==> src/rtl/target_hit_judge_pkg.sv <==
// Shared constants and slot state type for the target hit judge.
package ewh_pkg;
  localparam logic [3:0] NO_TARGET   = 4'd10;
  localparam int         SCORE_MAX   = 9999;
  localparam int         MISS_POINTS = 50;

  typedef enum logic [1:0] {
    EMPTY  = 2'd0,
    ARMED  = 2'd1,
    FLASH  = 2'd2,
    LOCKED = 2'd3
  } slot_state_e;
endpackage

==> src/rtl/target_hit_judge_if.sv <==
// Hit record handshake between the judge (master) and the game controller (slave).
interface target_hit_judge_if;
  logic       hit_valid;
  logic       hit_ready;
  logic [3:0] hit_index;
  logic       hit_slot;

  modport master (output hit_valid, output hit_index, output hit_slot, input hit_ready);
  modport slave  (input hit_valid, input hit_index, input hit_slot, output hit_ready);
endinterface

==> src/rtl/target_hit_judge_debounce.sv <==
// Per-channel 2-flop synchronizer, stability counter and filtered falling-edge pulse.
module photo_debounce #(
  parameter int DEBOUNCE_CYCLES = 50000
) (
  input  logic clock,
  input  logic reset,
  input  logic raw_i,
  output logic fall_o
);
  localparam int CW = (DEBOUNCE_CYCLES > 1) ? $clog2(DEBOUNCE_CYCLES) : 1;

  logic          s1_q, s2_q, filt_q;
  logic [CW-1:0] cnt_q;
  logic          settle;

  // Pulse is raised in the cycle whose edge commits the filtered 1->0 change.
  assign settle = (s2_q != filt_q) && (cnt_q == CW'(DEBOUNCE_CYCLES - 1));
  assign fall_o = settle && filt_q;

  always_ff @(posedge clock or posedge reset) begin
    if (reset) begin
      s1_q   <= 1'b1;
      s2_q   <= 1'b1;
      filt_q <= 1'b1;
      cnt_q  <= '0;
    end else begin
      s1_q <= raw_i;
      s2_q <= s1_q;
      if (s2_q == filt_q) begin
        cnt_q <= '0;
      end else if (settle) begin
        filt_q <= s2_q;
        cnt_q  <= '0;
      end else begin
        cnt_q <= cnt_q + 1'b1;
      end
    end
  end
endmodule

==> src/rtl/target_hit_judge.sv <==
// Debounced photodiode hit judge with two target slots, LED blink and scored hit handshake.
// Optional build macro MISS_PENALTY_EN: hits on unarmed channels deduct points.
module target_hit_judge
  import ewh_pkg::*;
#(
  parameter int NUM_TARGETS     = 10,
  parameter int DEBOUNCE_CYCLES = 50000,
  parameter int FLASH_CYCLES    = 12500000,
  parameter int HIT_POINTS      = 100,
  parameter int SCORE_MAX       = ewh_pkg::SCORE_MAX
) (
  input  logic                   clock,
  input  logic                   reset,
  input  logic [NUM_TARGETS-1:0] photo_array,
  input  logic [3:0]             target_a,
  input  logic [3:0]             target_b,
  output logic [NUM_TARGETS-1:0] target_leds,
  target_hit_judge_if.master     hit_if,
  output logic [31:0]            score
);
  localparam int TICK = (FLASH_CYCLES / 8 > 1) ? FLASH_CYCLES / 8 : 1;
  localparam int TW   = (TICK > 1) ? $clog2(TICK) : 1;

  logic [NUM_TARGETS-1:0] fall;
  slot_state_e            state_q [2];
  slot_state_e            state_d [2];
  logic [TW-1:0]          tick_q [2];
  logic [TW-1:0]          tick_d [2];
  logic [2:0]             tog_q [2];
  logic [2:0]             tog_d [2];
  logic [1:0][3:0]        idx_q, idx_in, pidx_q;
  logic [1:0]             chg, hit, pend_q, take;
  logic                   valid_q, oslot_q, load, fire;
  logic [3:0]             oidx_q;
  logic [31:0]            score_q;
  logic signed [33:0]     score_sum;

  for (genvar i = 0; i < NUM_TARGETS; i++) begin : g_deb
    photo_debounce #(.DEBOUNCE_CYCLES(DEBOUNCE_CYCLES)) u_deb (
      .clock (clock),
      .reset (reset),
      .raw_i (photo_array[i]),
      .fall_o(fall[i])
    );
  end

  function automatic logic [31:0] clamp_score(input logic signed [33:0] v);
    if (v < 0) return '0;
    if (v > $signed(34'(SCORE_MAX))) return 32'(SCORE_MAX);
    return v[31:0];
  endfunction

  // A duplicate of slot A's live target leaves slot B empty.
  assign idx_in[0] = target_a;
  assign idx_in[1] = (target_b == target_a && target_a < NO_TARGET) ? NO_TARGET : target_b;

  always_comb begin
    for (int s = 0; s < 2; s++) begin
      chg[s] = idx_in[s] != idx_q[s];
      hit[s] = !chg[s] && (state_q[s] == ARMED) && fall[idx_q[s]];
    end
  end

  always_ff @(posedge clock or posedge reset) begin
    if (reset) begin
      for (int s = 0; s < 2; s++) begin
        state_q[s] <= EMPTY;
        tick_q[s]  <= '0;
        tog_q[s]   <= '0;
        idx_q[s]   <= NO_TARGET;
      end
    end else begin
      for (int s = 0; s < 2; s++) begin
        state_q[s] <= state_d[s];
        tick_q[s]  <= tick_d[s];
        tog_q[s]   <= tog_d[s];
        idx_q[s]   <= idx_in[s];
      end
    end
  end

  always_comb begin
    for (int s = 0; s < 2; s++) begin
      state_d[s] = state_q[s];
      tick_d[s]  = tick_q[s];
      tog_d[s]   = tog_q[s];
      if (chg[s]) begin
        state_d[s] = (idx_in[s] < NO_TARGET) ? ARMED : EMPTY;
      end else begin
        case (state_q[s])
          ARMED: if (hit[s]) begin
            state_d[s] = FLASH;
            tick_d[s]  = '0;
            tog_d[s]   = '0;
          end
          FLASH: if (tick_q[s] == TW'(TICK - 1)) begin
            tick_d[s] = '0;
            if (tog_q[s] == 3'd7) state_d[s] = LOCKED;
            else                  tog_d[s]   = tog_q[s] + 3'd1;
          end else begin
            tick_d[s] = tick_q[s] + 1'b1;
          end
          default: ;
        endcase
      end
    end
  end

  // Odd blink phases light the LED, so the blink starts dark.
  always_comb begin
    target_leds = '0;
    for (int s = 0; s < 2; s++) begin
      if (state_q[s] == ARMED || (state_q[s] == FLASH && tog_q[s][0]))
        target_leds[idx_q[s]] = 1'b1;
    end
  end

  assign fire    = valid_q && hit_if.hit_ready;
  assign load    = !valid_q || hit_if.hit_ready;
  assign take[0] = load && pend_q[0];
  assign take[1] = load && !pend_q[0] && pend_q[1];

`ifdef MISS_PENALTY_EN
  logic [NUM_TARGETS-1:0] armed_mask;
  logic                   miss;

  always_comb begin
    armed_mask = '0;
    for (int s = 0; s < 2; s++)
      if (state_q[s] == ARMED) armed_mask[idx_q[s]] = 1'b1;
  end
  assign miss = |(fall & ~armed_mask);
`endif

  always_comb begin
    score_sum = $signed({2'b00, score_q});
    if (fire) score_sum = score_sum + $signed(34'(HIT_POINTS));
`ifdef MISS_PENALTY_EN
    if (miss) score_sum = score_sum - $signed(34'(MISS_POINTS));
`endif
  end

  always_ff @(posedge clock or posedge reset) begin
    if (reset) begin
      pend_q  <= '0;
      pidx_q  <= '0;
      valid_q <= 1'b0;
      oidx_q  <= '0;
      oslot_q <= 1'b0;
      score_q <= '0;
    end else begin
      for (int s = 0; s < 2; s++) begin
        if (take[s]) begin
          pend_q[s] <= 1'b0;
        end else if (hit[s] && !pend_q[s]) begin
          pend_q[s] <= 1'b1;
          pidx_q[s] <= idx_q[s];
        end
      end
      if (load) begin
        valid_q <= |pend_q;
        if (pend_q[0]) begin
          oidx_q  <= pidx_q[0];
          oslot_q <= 1'b0;
        end else if (pend_q[1]) begin
          oidx_q  <= pidx_q[1];
          oslot_q <= 1'b1;
        end
      end
      score_q <= clamp_score(score_sum);
    end
  end

  assign hit_if.hit_valid = valid_q;
  assign hit_if.hit_index = oidx_q;
  assign hit_if.hit_slot  = oslot_q;
  assign score            = score_q;
endmodule

==> src/flat_wrapper.sv <==
// flat-port wrapper written by rule: the top's interface ports become plain ports
module target_hit_judge_flat import ewh_pkg::*;
#(
  parameter int NUM_TARGETS     = 10,
  parameter int DEBOUNCE_CYCLES = 50000,
  parameter int FLASH_CYCLES    = 12500000,
  parameter int HIT_POINTS      = 100,
  parameter int SCORE_MAX       = ewh_pkg::SCORE_MAX
)
  (clock, reset, photo_array, target_a, target_b, target_leds, score, hit_if_hit_valid, hit_if_hit_index, hit_if_hit_slot, hit_if_hit_ready);
  target_hit_judge_if hit_if_i ();
  input  logic clock;
  input  logic reset;
  input  logic [NUM_TARGETS-1:0] photo_array;
  input  logic [3:0] target_a;
  input  logic [3:0] target_b;
  output logic [NUM_TARGETS-1:0] target_leds;
  output logic [31:0] score;
  output wire logic [$bits(hit_if_i.hit_valid)-1:0] hit_if_hit_valid;
  output wire logic [$bits(hit_if_i.hit_index)-1:0] hit_if_hit_index;
  output wire logic [$bits(hit_if_i.hit_slot)-1:0] hit_if_hit_slot;
  input wire logic [$bits(hit_if_i.hit_ready)-1:0] hit_if_hit_ready;
  assign hit_if_hit_valid = hit_if_i.hit_valid;
  assign hit_if_hit_index = hit_if_i.hit_index;
  assign hit_if_hit_slot = hit_if_i.hit_slot;
  assign hit_if_i.hit_ready = hit_if_hit_ready;
  target_hit_judge #(.NUM_TARGETS(NUM_TARGETS), .DEBOUNCE_CYCLES(DEBOUNCE_CYCLES), .FLASH_CYCLES(FLASH_CYCLES), .HIT_POINTS(HIT_POINTS), .SCORE_MAX(SCORE_MAX)) u_core (.clock(clock), .reset(reset), .photo_array(photo_array), .target_a(target_a), .target_b(target_b), .target_leds(target_leds), .hit_if(hit_if_i), .score(score));
endmodule
==> config.mk <==
export PLATFORM = sky130hd
export DESIGN_NAME = target_hit_judge_flat
export DESIGN_NICKNAME = d
export VERILOG_FILES = /design/src/rtl/target_hit_judge_pkg.sv /design/src/rtl/target_hit_judge_if.sv /design/src/rtl/target_hit_judge_debounce.sv /design/src/rtl/target_hit_judge.sv /design/src/flat_wrapper.sv
export SDC_FILE = /design/constraint.sdc
export NUM_CORES = 1
export LEC_CHECK = 0
export CORE_MARGIN = 2
export CORE_UTILIZATION = 55
export CTS_CLUSTER_DIAMETER = 50
export DETAILED_ROUTE_END_ITERATION = 10
export PLACE_DENSITY = 0.79
export SLEW_MARGIN = 10
export SYNTH_ARGS = -nofsm -noshare
export SYNTH_HDL_FRONTEND = slang
export SYNTH_HIERARCHICAL = 1
export SYNTH_SLANG_ARGS = --single-unit
==> constraint.sdc <==
create_clock -name clock -period 8.8 [get_ports clock]
set_input_delay 1.76 -clock clock [delete_from_list [all_inputs] [get_ports clock]]
set_output_delay 1.76 -clock clock [all_outputs]
set_load 0.02 [all_outputs]
==> out/results.txt, run 1 <==
Post-Syn Area: 0.0157 mm^2
Avg Vias per Cell: 5.76
post-synthesis sequential area ratio: 47.5%
area grow syn2layout: 13.2%
Worst R2R Path Depth: 12
htree depth: 2
Iter 0 DRT Violations: 937
clk_lat worst skew: 0.51 ns
Worst Setup End Kind: primary output
CTS tree: yes
DRT Wirelength: 32300 um
synthesis warning total: 6
ant diodes: 0
initial core utilization: 56.2%
RSZ-0062 raised after global routing: no
pre-CTS setup slack: 3.77 ns
CP arrival: 3.12 ns
routability cong.: 0.851
Setup crit end: target_leds[4]
fraction of registers with async set/reset: 100%
Worst VDD drop: 0.120 mV
top cell type's share of synthesized area: 41.8%
ys flop type: dfrtp_1
Max Cap Viol: 0
first-pass GRT wire length: 56300 um
Least-Margin Pin Slew: 1.05 ns
Period minus WS final: 4.88 ns
vias in the first global route: 11500
# resized after CTS: 0
Chip Width: 173 um
r2r endpoint: u_core/tog_q[0]
status: complete, no violations
share of layout cells above drive strength 1: 14.8%
# IOs: 69
endpoints failing setup: 0
Pins Over Slew Limit: 0
row count: 61
crit path max fanout: 9
Vias: 11700
IO Port Bufs: 68
skew final: 0.0152 ns
remaining antenna violation count: 0
Seq cells post-synth: 297
global route total overflow: 0
GRT Overall Usage: 22.0%
worst min path class: reg -> reg
FF-to-FF setup slack: 4.59 ns
Core ar.: 0.0280 mm^2
WHS: 0.356 ns
initial antenna violation count: 0
DR WL/cell: 15.9 um
Leak: 0.00725 uW
Die Ht: 173 um
Core Util, Final: 63.6%
R2R Path Start: u_core/g_deb[1].u_deb/cnt_q[0]
Post-Syn Area per Cell: 10.1 um^2
post-DP HPWL: 22100 um
Post-synth top cells: dfrtp_1 (263), nor2_1 (216), xnor2_1 (140)
count leader, synth: dfrtp_1
critical path class: reg -> out
power per standard cell area: 171 mW/mm^2
Yosys cell types: 77
WP data required: 7.04 ns
largest net degree at the start of global routing: 86
Hold-fix buffers, CTS: 0
Sinks on Clock Net: 297
period utilization: 55.4%
Max Buffers Root-to-Sink: 3
Startpoint Class: flop
drt first pass iters: 5
Post-CTS Setup Repair Bufs: 0
CP Launch Point: u_core/state_q[2]
Post-Route Setup TNS: 0 ns
Post-synth EDFFs: 0
Post-Layout Inst Area: 0.0178 mm^2
Clock Pin Slew Worst Setup and Hold Paths: 0.06 ns
Hold Violations, Final: 0
# nets final: 1672
Post-Syn Instances: 1558
post-synth top area cell: dfrtp_1
DRC Markers: 0
CTS Root Cell: clkbuf_16
Setup WS post-layout: 3.92 ns
f_max: 205 MHz
most area-consuming cells after synthesis: dfrtp_1 (42%), xnor2_1 (7.8%), dfstp_2 (5.7%), nor2_1 (5.2%), nand4_2 (2.5%)
DIE AREA: 0.0300 mm^2
DP Area: 0.0166 mm^2
Slew headroom: 30.0%
CTS Buf Count: 36
## critical path: stages (launching register included)
cell             delay, ns
dfrtp_1               0.39
inv_1                 0.07
ha_1                  0.33
a21oi_1               0.18
or3b_2                0.52
or3_1                 0.32
o31ai_1               0.07
clkdlybuf4s50_1       0.73
## layout make-up
cell class	instances	area, um^2
Clock buffer	48	997
Clock inverter	14	164
Fill cell	2207	10200
Inverter	70	265
Multi-Input combinational cell	1153	7720
Sequential cell	297	7470
Tap cell	378	473
Timing Repair Buffer	72	711
## power breakdown
part,leakage (uW),switching [uW],internal (uW)
logic,0.00280,97.9,58.6
registers,0.00389,41.5,1400
clock network,0.000562,559,886
## cell usage in the layout, fill, tap and decap left out, types with 14 or more instances in the layout
cell,netlist,routed
nor4_2,22,22
ha_1,21,21
xnor2_1,140,140
nand4_2,31,31
dfstp_2,34,34
nor3_1,71,71
nand4_1,54,54
conb_1,1,18
nand3_1,70,70
inv_1,70,69
nor2b_1,17,17
nor2_1,216,216
nor3b_1,16,16
clkdlybuf4s50_1,0,68
o31ai_1,22,22
clkbuf_16,0,37
nand2b_1,14,14
dfrtp_1,263,263
a21oi_1,25,25
o21ai_0,52,52
nand2_1,90,90
xor2_1,30,30
mux2_2,17,17
and3_1,26,26
## sequential cells by signal, indices dropped and copies added, names as in the netlist
name,cells
u_core/state_q,4
u_core/g_deb.u_deb/cnt_q,160
u_core/pend_q,2
u_core/idx_q,8
u_core/hit_if.hit_index,4
u_core/tick_q,42
u_core/tog_q,6
u_core/g_deb.u_deb/s2_q,10
u_core/hit_if.hit_valid,1
u_core/hit_if.hit_slot,1
u_core/pidx_q,8
u_core/g_deb.u_deb/filt_q,10
u_core/score,31
u_core/g_deb.u_deb/s1_q,10
## cell families after synthesis
group / share of synthesized area (%)
AOI/OAI and AO/OA: 7.49
xor gates and xnor gates: 9.46
adders and majority gates: 1.67
buffers and inverters: 3.89
DFF: 47.5
muxes: 2.43
other: 0.0238
and+or+nand+nor: 27.5
## routing by layer
metal | wire length [um] | vias up | part of all wire, % | GRT usage [%]
li1 | - | 5622 | - | -
met5 | 0 | - | 0 | 0
met1 | 14700 | 5791 | 45 | 30.5
met3 | 1280 | 63 | 4.0 | 3.41
met2 | 15600 | 227 | 48 | 36.1
met4 | 741 | 0 | 2.3 | 6.36
## metrics by stage
step / instances / total power, uW
3_3_place_gp: 1970 / 1620
6_report: 2032 / 3040
3_5_place_dp: 1970 / 1620
2_1_floorplan: 1575 / 1560
4_1_cts: 2032 / 3080
5_1_grt: 2032 / 3160
## worst min path at each step
stage,from,end,cells after the start
2_1_floorplan,u_core/g_deb[0].u_deb/s1_q,u_core/g_deb[0].u_deb/s2_q,0
3_3_place_gp,u_core/g_deb[6].u_deb/s1_q,u_core/g_deb[6].u_deb/s2_q,0
3_5_place_dp,u_core/g_deb[9].u_deb/s1_q,u_core/g_deb[9].u_deb/s2_q,0
4_1_cts,u_core/g_deb[9].u_deb/s1_q,u_core/g_deb[9].u_deb/s2_q,0
5_1_grt,u_core/g_deb[6].u_deb/s1_q,u_core/g_deb[6].u_deb/s2_q,0
6_report,u_core/g_deb[8].u_deb/s1_q,u_core/g_deb[8].u_deb/s2_q,0
Note: power is estimated with default switching activity, not from simulation.
==> run 2, diff against run 1 <==
--- a/config.mk
+++ b/config.mk
@@ -9,7 +9,7 @@
 export CORE_UTILIZATION = 55
 export CTS_CLUSTER_DIAMETER = 50
 export DETAILED_ROUTE_END_ITERATION = 10
-export PLACE_DENSITY = 0.79
+export PLACE_DENSITY = 0.82
 export SLEW_MARGIN = 10
 export SYNTH_ARGS = -nofsm -noshare
 export SYNTH_HDL_FRONTEND = slang
==> constraint.sdc (replaced) <==
create_clock -name clock -period 4.14 [get_ports clock]
set_input_delay 0.828 -clock clock [delete_from_list [all_inputs] [get_ports clock]]
set_output_delay 0.828 -clock clock [all_outputs]
set_load 0.02 [all_outputs]
==> run 2 against run 1 <==
- non-clock buffer count grew 5
- sequential share of layout area shrank 0.35 points
- die area is the same
- sequential power grew 110%
- cell count grew 0.34%
- critical endpoint is now target_leds[5]
- largest cell class unchanged
- highest routed layer unchanged
==> out/results.txt, run 2 (synthesis results as in run 1) <==
ant diodes: 0
Vias: 11800
most frequent cells in the layout: dfrtp_1 (263), nor2_1 (216), xnor2_1 (140), nand2_1 (90), nor3_1 (71)
r2r endpoint: u_core/tick_q[5]
Sinks on Clock Net: 297
Die Ht: 173 um
Least-Margin Pin Slew: 0.834 ns
FF-to-FF setup slack: 0.33 ns
DR WL/cell: 16.4 um
htree depth: 2
Core ar.: 0.0280 mm^2
Chip Width: 173 um
Post-CTS Setup Repair Bufs: 0
max FFs per register: 160
CP arrival: 3.29 ns
Slew headroom: 44.3%
largest net degree at the start of global routing: 50
area grow syn2layout: 14.1%
initial core utilization: 56.2%
WHS: 0.354 ns
initial antenna violation count: 0
fill cell count: 2161
Clock Pin Slew Worst Setup and Hold Paths: 0.06 ns
vias in the first global route: 11500
post-DP HPWL: 22700 um
hold worst-path end: u_core/g_deb[8].u_deb/s2_q
Max Buffers Root-to-Sink: 3
CTS tree: yes
Hold Violations, Final: 0
power per standard cell area: 372 mW/mm^2
Iter 0 DRT Violations: 907
Worst Setup End Kind: primary output
period utilization: 99.5%
DRT Wirelength: 33400 um
most common cell after layout, fill and taps aside: dfrtp_1
endpoints failing setup: 0
clk_lat worst skew: 0.51 ns
critical path class: reg -> out
# nets final: 1677
Post-Route Setup TNS: 0 ns
remaining antenna violation count: 0
Worst R2R Path Depth: 10
share of layout cells above drive strength 1: 15.6%
drt first pass iters: 7
crit path max fanout: 8
skew final: 0.0176 ns
WP data required: 3.31 ns
Avg Vias per Cell: 5.78
worst min path class: reg -> reg
GRT Overall Usage: 22.4%
Largest Register: u_core/g_deb.u_deb/cnt_q
DP Area: 0.0167 mm^2
Core Util, Final: 64.1%
global route total overflow: 0
DIE AREA: 0.0300 mm^2
row count: 61
area occupied by multi-input gates: 0.00774 mm^2
R2R Path Start: u_core/g_deb[0].u_deb/cnt_q[10]
f_max: 243 MHz
CTS Root Cell: clkbuf_16
Min-Delay Path Depth: 0
Leak: 0.00734 uW
CTS Buf Count: 36
Max Cap Viol: 0
IO Port Bufs: 68
routability cong.: 0.879
first-pass GRT wire length: 56900 um
Hold-fix buffers, CTS: 0
worst min-delay path startpoint: u_core/g_deb[8].u_deb/s1_q
status: complete, no violations
FF/Latch Area: 0.00747 mm^2
Pins Over Slew Limit: 0
Period minus WS final: 4.12 ns
DRC Markers: 0
Startpoint Class: flop
Worst VDD drop: 0.394 mV
# IOs: 69
RSZ-0062 raised after global routing: no
Post-Layout Inst Area: 0.0180 mm^2
## run 2: cell count changes in the layout (fill, tap and decap cells not counted), sizes merged
cell,change
dlymetal6s2s,+1
clkbuf,-5
clkinvlp,+2
inv,+4
clkdlybuf4s50,-1
buf,+5
bufinv,+1
## run 2: area by class of cell
| class | instances | area share, % |
|---|---|---|
| multi-input cells | 1153 | 43.1 |
| flip-flops and latches | 297 | 41.6 |
| clock buffers | 43 | 5.50 |
| repair buffers | 77 | 4.25 |
| well taps | 378 | 2.63 |
| inverters | 70 | 1.48 |
| clock inverters | 21 | 1.43 |
## run 2: worst max path at each step
stage / start / endpoint / cells after the start
after floorplan: reset / u_core/hit_if.hit_index[0] / 1
after global placement: hit_if_hit_ready / u_core/score[7] / 9
after detailed placement: hit_if_hit_ready / u_core/score[6] / 9
after CTS: u_core/state_q[2] / target_leds[6] / 6
after global routing: u_core/state_q[0] / target_leds[5] / 6
final: u_core/state_q[0] / target_leds[5] / 6
## run 2: power breakdown
group | internal [uW] | switching [uW]
Clock | 1980 | 1280
Combinational | 128 | 216
Sequential | 2980 | 90.8
Total | 5090 | 1590
## run 2: critical path, stage by stage, from the launching register on
cell	delay, ns
dfrtp_1	0.41
inv_1	0.09
ha_1	0.34
a21oi_1	0.16
or3_1	0.42
o32ai_1	0.63
clkdlybuf4s50_1	0.74
## run 2: what timing repair did
item	4_1_cts	5_1_grt
endpoints found under the hold margin	0	0
endpoints found under the setup margin	0	3
resized for setup	0	3
## run 2: per-stage QoR
step / power (uW) / cells / setup slack (ns)
floorplan: 3320 / 1575 / 0.501
global placement: 3440 / 1975 / 0.498
detailed placement: 3460 / 1975 / 0.377
CTS: 6730 / 2039 / 0.0246
global route: 6910 / 2039 / 0.0277
finish: 6680 / 2039 / 0.0195
## run 2: metal layers
layer  track usage [%]  part of all wire, %  vias to the layer above  routed length [um]
met5                 0                    0                        -                   0
met2              36.4                   48                      284               15900
li1                  -                    -                     5635                   -
met3              3.01                  4.1                       61                1370
met1              31.7                   46                     5811               15400
met4              6.21                  2.2                        0                 720
